`config.mk`:
```
export PLATFORM = sky130hd
export DESIGN_NAME = d_operand_unit
export DESIGN_NICKNAME = d
export VERILOG_FILES = /design/src/rtl/d_operand_unit.sv
export SDC_FILE = /design/constraint.sdc
export NUM_CORES = 2
export LEC_CHECK = 0
export CORE_UTILIZATION = 32
export CTS_BUF_LIST = sky130_fd_sc_hd__clkbuf_4 sky130_fd_sc_hd__clkbuf_8
export DETAILED_ROUTE_END_ITERATION = 7
export SYNTH_ARGS = -nofsm -noshare
export SYNTH_HDL_FRONTEND = slang
export SYNTH_SLANG_ARGS = --single-unit
```
`constraint.sdc`:
```
create_clock -name Clk -period 105.3 [get_ports Clk]
set_input_delay 21.06 -clock Clk [delete_from_list [all_inputs] [get_ports Clk]]
set_output_delay 21.06 -clock Clk [all_outputs]
set_load 0.01 [all_outputs]
```
`src/rtl/d_operand_unit.sv`:
```
// d_operand_unit: decode-stage operand block for the 5-stage MIPS pipeline.
// Holds the F/D pipeline register and the general register file, resolves
// rs/rt through NFWD priority-ordered forwarding channels, raises its own
// load-use / not-ready stall and keeps a saturating count of stalled cycles.
// Optional macro REG_BYPASS_EN: a same-cycle W-stage write becomes visible
// to the D-stage read (write-through). Without it the array value is
// returned and the W stage must be supplied as a forwarding channel.
module d_operand_unit #(
  parameter int          W        = 32,
  parameter int          AW       = 5,
  parameter int          NFWD     = 2,
  parameter logic [31:0] RESET_PC = 32'h0000_3000,
  parameter int          CNT_W    = 16
) (
  input  logic                Clk,
  input  logic                Rst,
  input  logic                Reg_Rst,
  input  logic                We,
  input  logic [31:0]         IR_in,
  input  logic [31:0]         PC_in,
  input  logic                use_a1,
  input  logic                use_a2,
  input  logic                rf_we,
  input  logic [AW-1:0]       rf_a3,
  input  logic [W-1:0]        rf_wd,
  input  logic [NFWD-1:0]     fwd_we,
  input  logic [NFWD-1:0]     fwd_ready,
  input  logic [NFWD*AW-1:0]  fwd_a3,
  input  logic [NFWD*W-1:0]   fwd_wd,
  output logic [31:0]         IR_out,
  output logic [31:0]         PC_out,
  output logic [W-1:0]        RD1_out,
  output logic [W-1:0]        RD2_out,
  output logic                stall,
  output logic [CNT_W-1:0]    stall_cnt
);

  localparam int DEPTH = 2 ** AW;

  logic [31:0]      ir_p0;
  logic [31:0]      pc_p0;
  logic [CNT_W-1:0] stall_cnt_p0;
  logic [W-1:0]     rf [DEPTH];

  logic [AW-1:0]    a1;
  logic [AW-1:0]    a2;
  logic [W:0]       res1;
  logic [W:0]       res2;
  logic             pend1;
  logic             pend2;

  // Counter increment that sticks at all-ones instead of wrapping.
  function automatic logic [CNT_W-1:0] sat_inc(input logic [CNT_W-1:0] v);
    return (&v) ? v : v + 1'b1;
  endfunction

  // Resolve one read port; result is {pending, data}. The first matching
  // channel decides: a not-ready match blocks older channels and the array.
  function automatic logic [W:0] resolve(input logic [AW-1:0] addr);
    logic         hit;
    logic [W:0]   r;
    hit = 1'b0;
    r   = '0;
    if (addr != '0) begin
      for (int i = 0; i < NFWD; i++) begin
        if (!hit && fwd_we[i] && (fwd_a3[i*AW +: AW] == addr)) begin
          hit = 1'b1;
          if (fwd_ready[i]) r = {1'b0, fwd_wd[i*W +: W]};
          else              r = {1'b1, {W{1'b0}}};
        end
      end
      if (!hit) begin
`ifdef REG_BYPASS_EN
        if (rf_we && (rf_a3 == addr)) r = {1'b0, rf_wd};
        else                          r = {1'b0, rf[addr]};
`else
        r = {1'b0, rf[addr]};
`endif
      end
    end
    return r;
  endfunction

  assign a1 = ir_p0[21 +: AW];
  assign a2 = ir_p0[16 +: AW];

  // Combinational operand resolution and stall generation.
  always_comb begin
    res1  = resolve(a1);
    res2  = resolve(a2);
    pend1 = res1[W];
    pend2 = res2[W];
  end

  assign RD1_out   = res1[W-1:0];
  assign RD2_out   = res2[W-1:0];
  assign stall     = (pend1 && use_a1) || (pend2 && use_a2);
  assign IR_out    = ir_p0;
  assign PC_out    = pc_p0;
  assign stall_cnt = stall_cnt_p0;

  // ---- F/D boundary: flush inserts a nop carrying its PC, stall holds ----
  always_ff @(posedge Clk or posedge Rst) begin
    if (Rst) begin
      ir_p0 <= '0;
      pc_p0 <= RESET_PC;
    end else if (Reg_Rst) begin
      ir_p0 <= '0;
      pc_p0 <= PC_in;
    end else if (We && !stall) begin
      ir_p0 <= IR_in;
      pc_p0 <= PC_in;
    end
  end

  // Register file write from W stage; $0 is never written.
  always_ff @(posedge Clk or posedge Rst) begin
    if (Rst) begin
      for (int i = 0; i < DEPTH; i++) rf[i] <= '0;
    end else if (rf_we && (rf_a3 != '0)) begin
      rf[rf_a3] <= rf_wd;
    end
  end

  // Saturating stalled-cycle counter, cleared only by reset.
  always_ff @(posedge Clk or posedge Rst) begin
    if (Rst)        stall_cnt_p0 <= '0;
    else if (stall) stall_cnt_p0 <= sat_inc(stall_cnt_p0);
  end

endmodule

```
Yosys cells after proc, flatten, opt, wreduce, memory -nomap -nowiden. Index checks and enable logic that the tools add are counted.

Register bits after elaboration: 1104. Input bits: 186.

$add $sub $neg: 1. Magnitude comparators: 4. Eq/ne operators: 4. Muxes and demuxes: 31. Bitwise logic cells: 4. Reduce and logical (&&, ||, !) cells: 21.

Operators by type and width (count): 1024-bit bitwise mux (1); 33-bit 2-to-1 mux (10); 32-bit binary-select mux with 5-bit select (2); 32-bit 2-to-1 mux (9); 32-bit demux with 5-bit select (1); 5-bit == test (4); 6-bit greater-or-equal comparator (second input constant) (3); 5-bit NOT with 6-bit output (3); 16-bit by 1-bit adder with 16-bit output (second input constant) (1); 16-bit AND reduction (1); 5-bit nonzero test (3); 1-bit logical AND (11); 1-bit 2-to-1 mux (8); 6-bit by 1-bit less-than comparator with 1-bit output (second input constant) (1); 1-bit logical NOT (3); 2-bit AND reduction (1); 2-bit nonzero test (1); 1-bit logical OR (1); 1-bit NOT (1).

Depth between registers and ports, before layout.
Word-level depth: 17. Mapped depth: 10. Gate-level depth less buffers: 7.

Worst setup path before layout. Ideal clock, no wire load.

Path kind: input -> output. Start: input port fwd_a3[1]. End: output port RD1_out[31]. Arrival: 22635 ps. Required time: 84240 ps. Path slack: 61605 ps. Stages: 7. Cell sequence: xor2_1 nor4_1 and3_1 clkbuf_1 clkbuf_1 a31oi_1 a21oi_1.

Word-level cells in the longest chain between the ends: 11. Elaborated cells on any way between the ends: 13.

RTL lines: start: declaration (RTL line 28) `input logic [NFWD*AW-1:0] fwd_a3,`; 5-bit == test (*) (RTL line 66) `if (!hit && fwd_we[i] && (fwd_a3[i*AW +: AW] == addr)) begin`; 1-bit logical AND (*) (RTL line 66); 1-bit 2-to-1 mux (RTL line 66); 1-bit 2-to-1 mux (RTL line 64) `if (addr != '0) begin`; 1-bit logical NOT (RTL line 66); 1-bit logical AND (2 in a row) (RTL line 66); 1-bit 2-to-1 mux (RTL line 66); 1-bit 2-to-1 mux (RTL line 64); 33-bit 2-to-1 mux (*) (RTL line 72) `if (!hit) begin`; 33-bit 2-to-1 mux (*) (RTL line 64); end: declaration (RTL line 32) `output logic [W-1:0] RD1_out,`.

Every way passes the cells marked *; elsewhere a longest branch is shown, timed or not. The select of a mux whose other input is x is not followed.

Worst setup path after layout.
Start: input port fwd_a3[7]. End: output port RD2_out[3].

Word-level cells in the longest chain between the ends: 6. Elaborated cells on any way between the ends: 7.

RTL lines: 5-bit == test (*) (RTL line 66); 1-bit logical AND (*) (RTL line 66); 1-bit 2-to-1 mux (RTL line 66); 1-bit 2-to-1 mux (RTL line 64); 33-bit 2-to-1 mux (*) (RTL line 72); 33-bit 2-to-1 mux (*) (RTL line 64); end: declaration (RTL line 33) `output logic [W-1:0] RD2_out,`.

Marks and branches as above.

==> results.json <==
{
  "num_io_pins": 331,
  "synth_edf_count": 0,
  "grt_pass1_wl_mm": 284,
  "r2r_cells": 8,
  "rsz0062_at_grt": "no",
  "synth_compound_area_share_pct": 2.65,
  "grt_pass1_vias": 38800,
  "p_leak_nw": 28.3,
  "groute.usage.overall_pct": 21.1,
  "drc_errors": 0,
  "slew_violations": 0,
  "top_layer": "met5",
  "ys_seq_elements": 1104,
  "nNetsFinal": 4175,
  "synth.net_count": 4039,
  "ys_types": 44,
  "postRouteAntennaNets": 0,
  "yosysWarnings": 0,
  "antenna_found_initial": 16,
  "clock_skew_ns": 0.0192,
  "drive_gt1_share_pct": 50.7,
  "cts-root-buf": "clkbuf_8",
  "powerDensity_nw_per_um2": 18.1,
  "p_switching_mw": 0.343,
  "yosys.area_share.simple_pct": 2.02,
  "clk_pin_slew_ns": 0.05,
  "comb_power_share_pct": 21.0,
  "wirelength_mm": 196,
  "grt_max_degree": 174,
  "viasPerCell": 5.66,
  "critPathCaptureType": "primary output",
  "synth_ff_type": "dfrtp_1",
  "min_path_type": "reg -> reg",
  "tns_ns": 0,
  "status": "finished, final reports clean",
  "coreArea_sq_um": 183000,
  "die_h_um": 432,
  "swShare_pct": 27.6,
  "p_int_mw": 0.898,
  "drtIter0Drc": 2770,
  "syn_inst": 3852,
  "setup_viol": 0,
  "synth_fa_ha_area_share_pct": 0.0212,
  "clockBufferDepth": 3,
  "die_w_um": 432,
  "critPathMaxFanout": 50,
  "final_util_pct": 37.5,
  "initial_core_util_pct": 32.3,
  "syn-cell-area_sq_um": 59000,
  "cts_tree": "yes",
  "yosys.area_share.xor_xnor_pct": 0.519,
  "dpl.hpwl_mm": 108,
  "clock_power_share_pct": 34.1,
  "clk_latency_ns": 0.93,
  "cts_hold_buf": 0,
  "avgRoutedWirePerCell_um": 29.7,
  "cts.htree.levels": 4,
  "peakVddDrop_uv": 9.05,
  "syn_area_per_cell_sq_um": 15.3,
  "cts_resized": 0,
  "yosysTopAreaCell": "dfrtp_1",
  "timing.final.crit_period_ns": 45.76,
  "crit_required_ns": 84.24,
  "dr_wl_met3_mm": 9.86,
  "clock-sinks": 1104,
  "async_reset_ff_share_pct": 100,
  "vias": 37400,
  "min_period_over_period_pct": 43.5,
  "hold_viol": 0,
  "maxSlewHeadroom_pct": 14.8,
  "p_seq_share_pct": 44.9,
  "dr_wl_met2_mm": 99.1,
  "wl_met1_mm": 77.4,
  "startpoint_type": "input port",
  "worstPathArrival_ns": 24.70,
  "clock.fmax_ghz": 0.0219,
  "yosys.area.top_type_share_pct": 46.7,
  "synth_area_leaders": "dfrtp_1, mux4_2, mux2_2",
  "grt_remaining_overflow": 0,
  "seqCellArea_sq_um": 27700,
  "rows": 157,
  "firstDrtPassIters": 7,
  "maxCapViolCount": 0,
  "numCtsBuffers": 189,
  "die_area_sq_um": 186000,
  "muxShareOfSynthArea_pct": 44.9,
  "port_buffers": 330,
  "n_fill_cell": 17300,
  "ys_seq_area_share_pct": 46.8,
  "synth_top_family_by_area": "multiplexers",
  "post_cts_buffers": 0,
  "holdWs_ns": 0.392,
  "path_class": "in -> out",
  "tightest_slew_ns": 1.27,
  "syn2layout_area_growth_pct": 16.3,
  "place_congestion": 0.830,
  "worstHoldPathCells": 0,
  "multi_input_comb_area_sq_um": 29900
}
[critical path, cell delays in order]
cell and delay, ns:
clkdlybuf4s50_1 0.55, xor2_1 0.20, nor3_1 0.30, and3_4 0.40, buf_4 0.59, a311oi_1 0.20
nor3_1 0.65, clkdlybuf4s50_1 0.66
[power groups by stage]
stage          clock network (mW)  registers, mW  logic, mW
2_1_floorplan                   0          0.545      0.196
3_5_place_dp                    0          0.562      0.263
5_1_grt                     0.452          0.567      0.278
3_3_place_gp                    0          0.557      0.259
6_report                    0.423          0.557      0.261
4_1_cts                     0.433          0.555      0.264
[state kept, by name (all words and copies together) (netlist names)]
name,cells
rf,1024
IR_out,32
PC_out,32
stall_cnt,16
[through the flow]
step | instances | total power [mW] | worst slack (ns) | cell area (sq um)
2_1_floorplan | 3852 | 0.741 | 53.16 | 59000
3_3_place_gp | 6261 | 0.816 | 59.59 | 64500
3_5_place_dp | 6261 | 0.825 | 59.62 | 64500
4_1_cts | 6602 | 1.25 | 59.60 | 68700
5_1_grt | 6606 | 1.30 | 59.39 | 68700
6_report | 6607 | 1.24 | 59.54 | 68700
[Yosys cell counts, drive strengths merged, types with 5 or more instances]
| cell | instances |
|---|---|
| dfrtp | 1102 |
| a21oi | 97 |
| nor2 | 47 |
| nor3 | 67 |
| nand3 | 42 |
| nand2 | 25 |
| clkbuf | 299 |
| nand4 | 10 |
| o22ai | 32 |
| xnor2 | 26 |
| mux4 | 576 |
| buf | 154 |
| xor2 | 9 |
| a311oi | 32 |
| and3 | 12 |
| a211o | 32 |
| nor3b | 5 |
| mux2 | 1089 |
| a22o | 31 |
| mux2i | 128 |
[cell type report]
class	count	area share, %
well taps	2464	4.49
inverters	3	0.0273
flip-flops and latches	1104	40.3
clock inverters	29	0.353
diodes	5	0.0182
multi-input cells	2292	43.5
clock buffers	312	5.68
repair buffers	398	5.69
[routing by layer]
layer | vias to the layer above | track usage, %
met5 | - | 0
met4 | 14 | 10.1
met3 | 410 | 3.66
met2 | 1204 | 35.7
met1 | 20500 | 26.0
li1 | 15300 | -
[cells in the final DEF, fill, tap and decap left out, types with 9 or more instances in the layout]
cell type,count
and3_1,10
nand2_4,16
o22ai_1,32
mux2_1,30
mux2_2,1059
nor2_4,13
a211o_1,32
clkbuf_4,63
nand3_1,42
nand4_1,10
dfrtp_1,1094
nor2_1,34
nor3_1,67
buf_4,62
xor2_1,9
a311oi_1,32
a21oi_1,97
mux2i_1,128
mux4_2,576
clkbuf_8,249
clkdlybuf4s50_1,328
a22o_1,31
clkinv_2,13
xnor2_1,26
[cells by family after synthesis]
kind of cell,after synthesis
fa+ha+maj,1
xor+xnor,35
flops,1104
buf+inv,456
compound gates,230
mux,1793
simple gates,233
[worst paths after layout]
| path | from | endpoint | slack (ns) |
|---|---|---|---|
| min | rf[1000] | rf[1000] | 0.39 |
| max in group asynchronous | Rst | rf[208] | 81.37 |
| max reg2reg | IR_out[25] | PC_out[30] | 101.21 |
| max | fwd_a3[7] | RD2_out[3] | 59.54 |
| min reg2reg | rf[1000] | rf[1000] | 0.39 |
| min in group asynchronous | Rst | PC_out[2] | 20.69 |
Power figures use the tool's default switching activity.
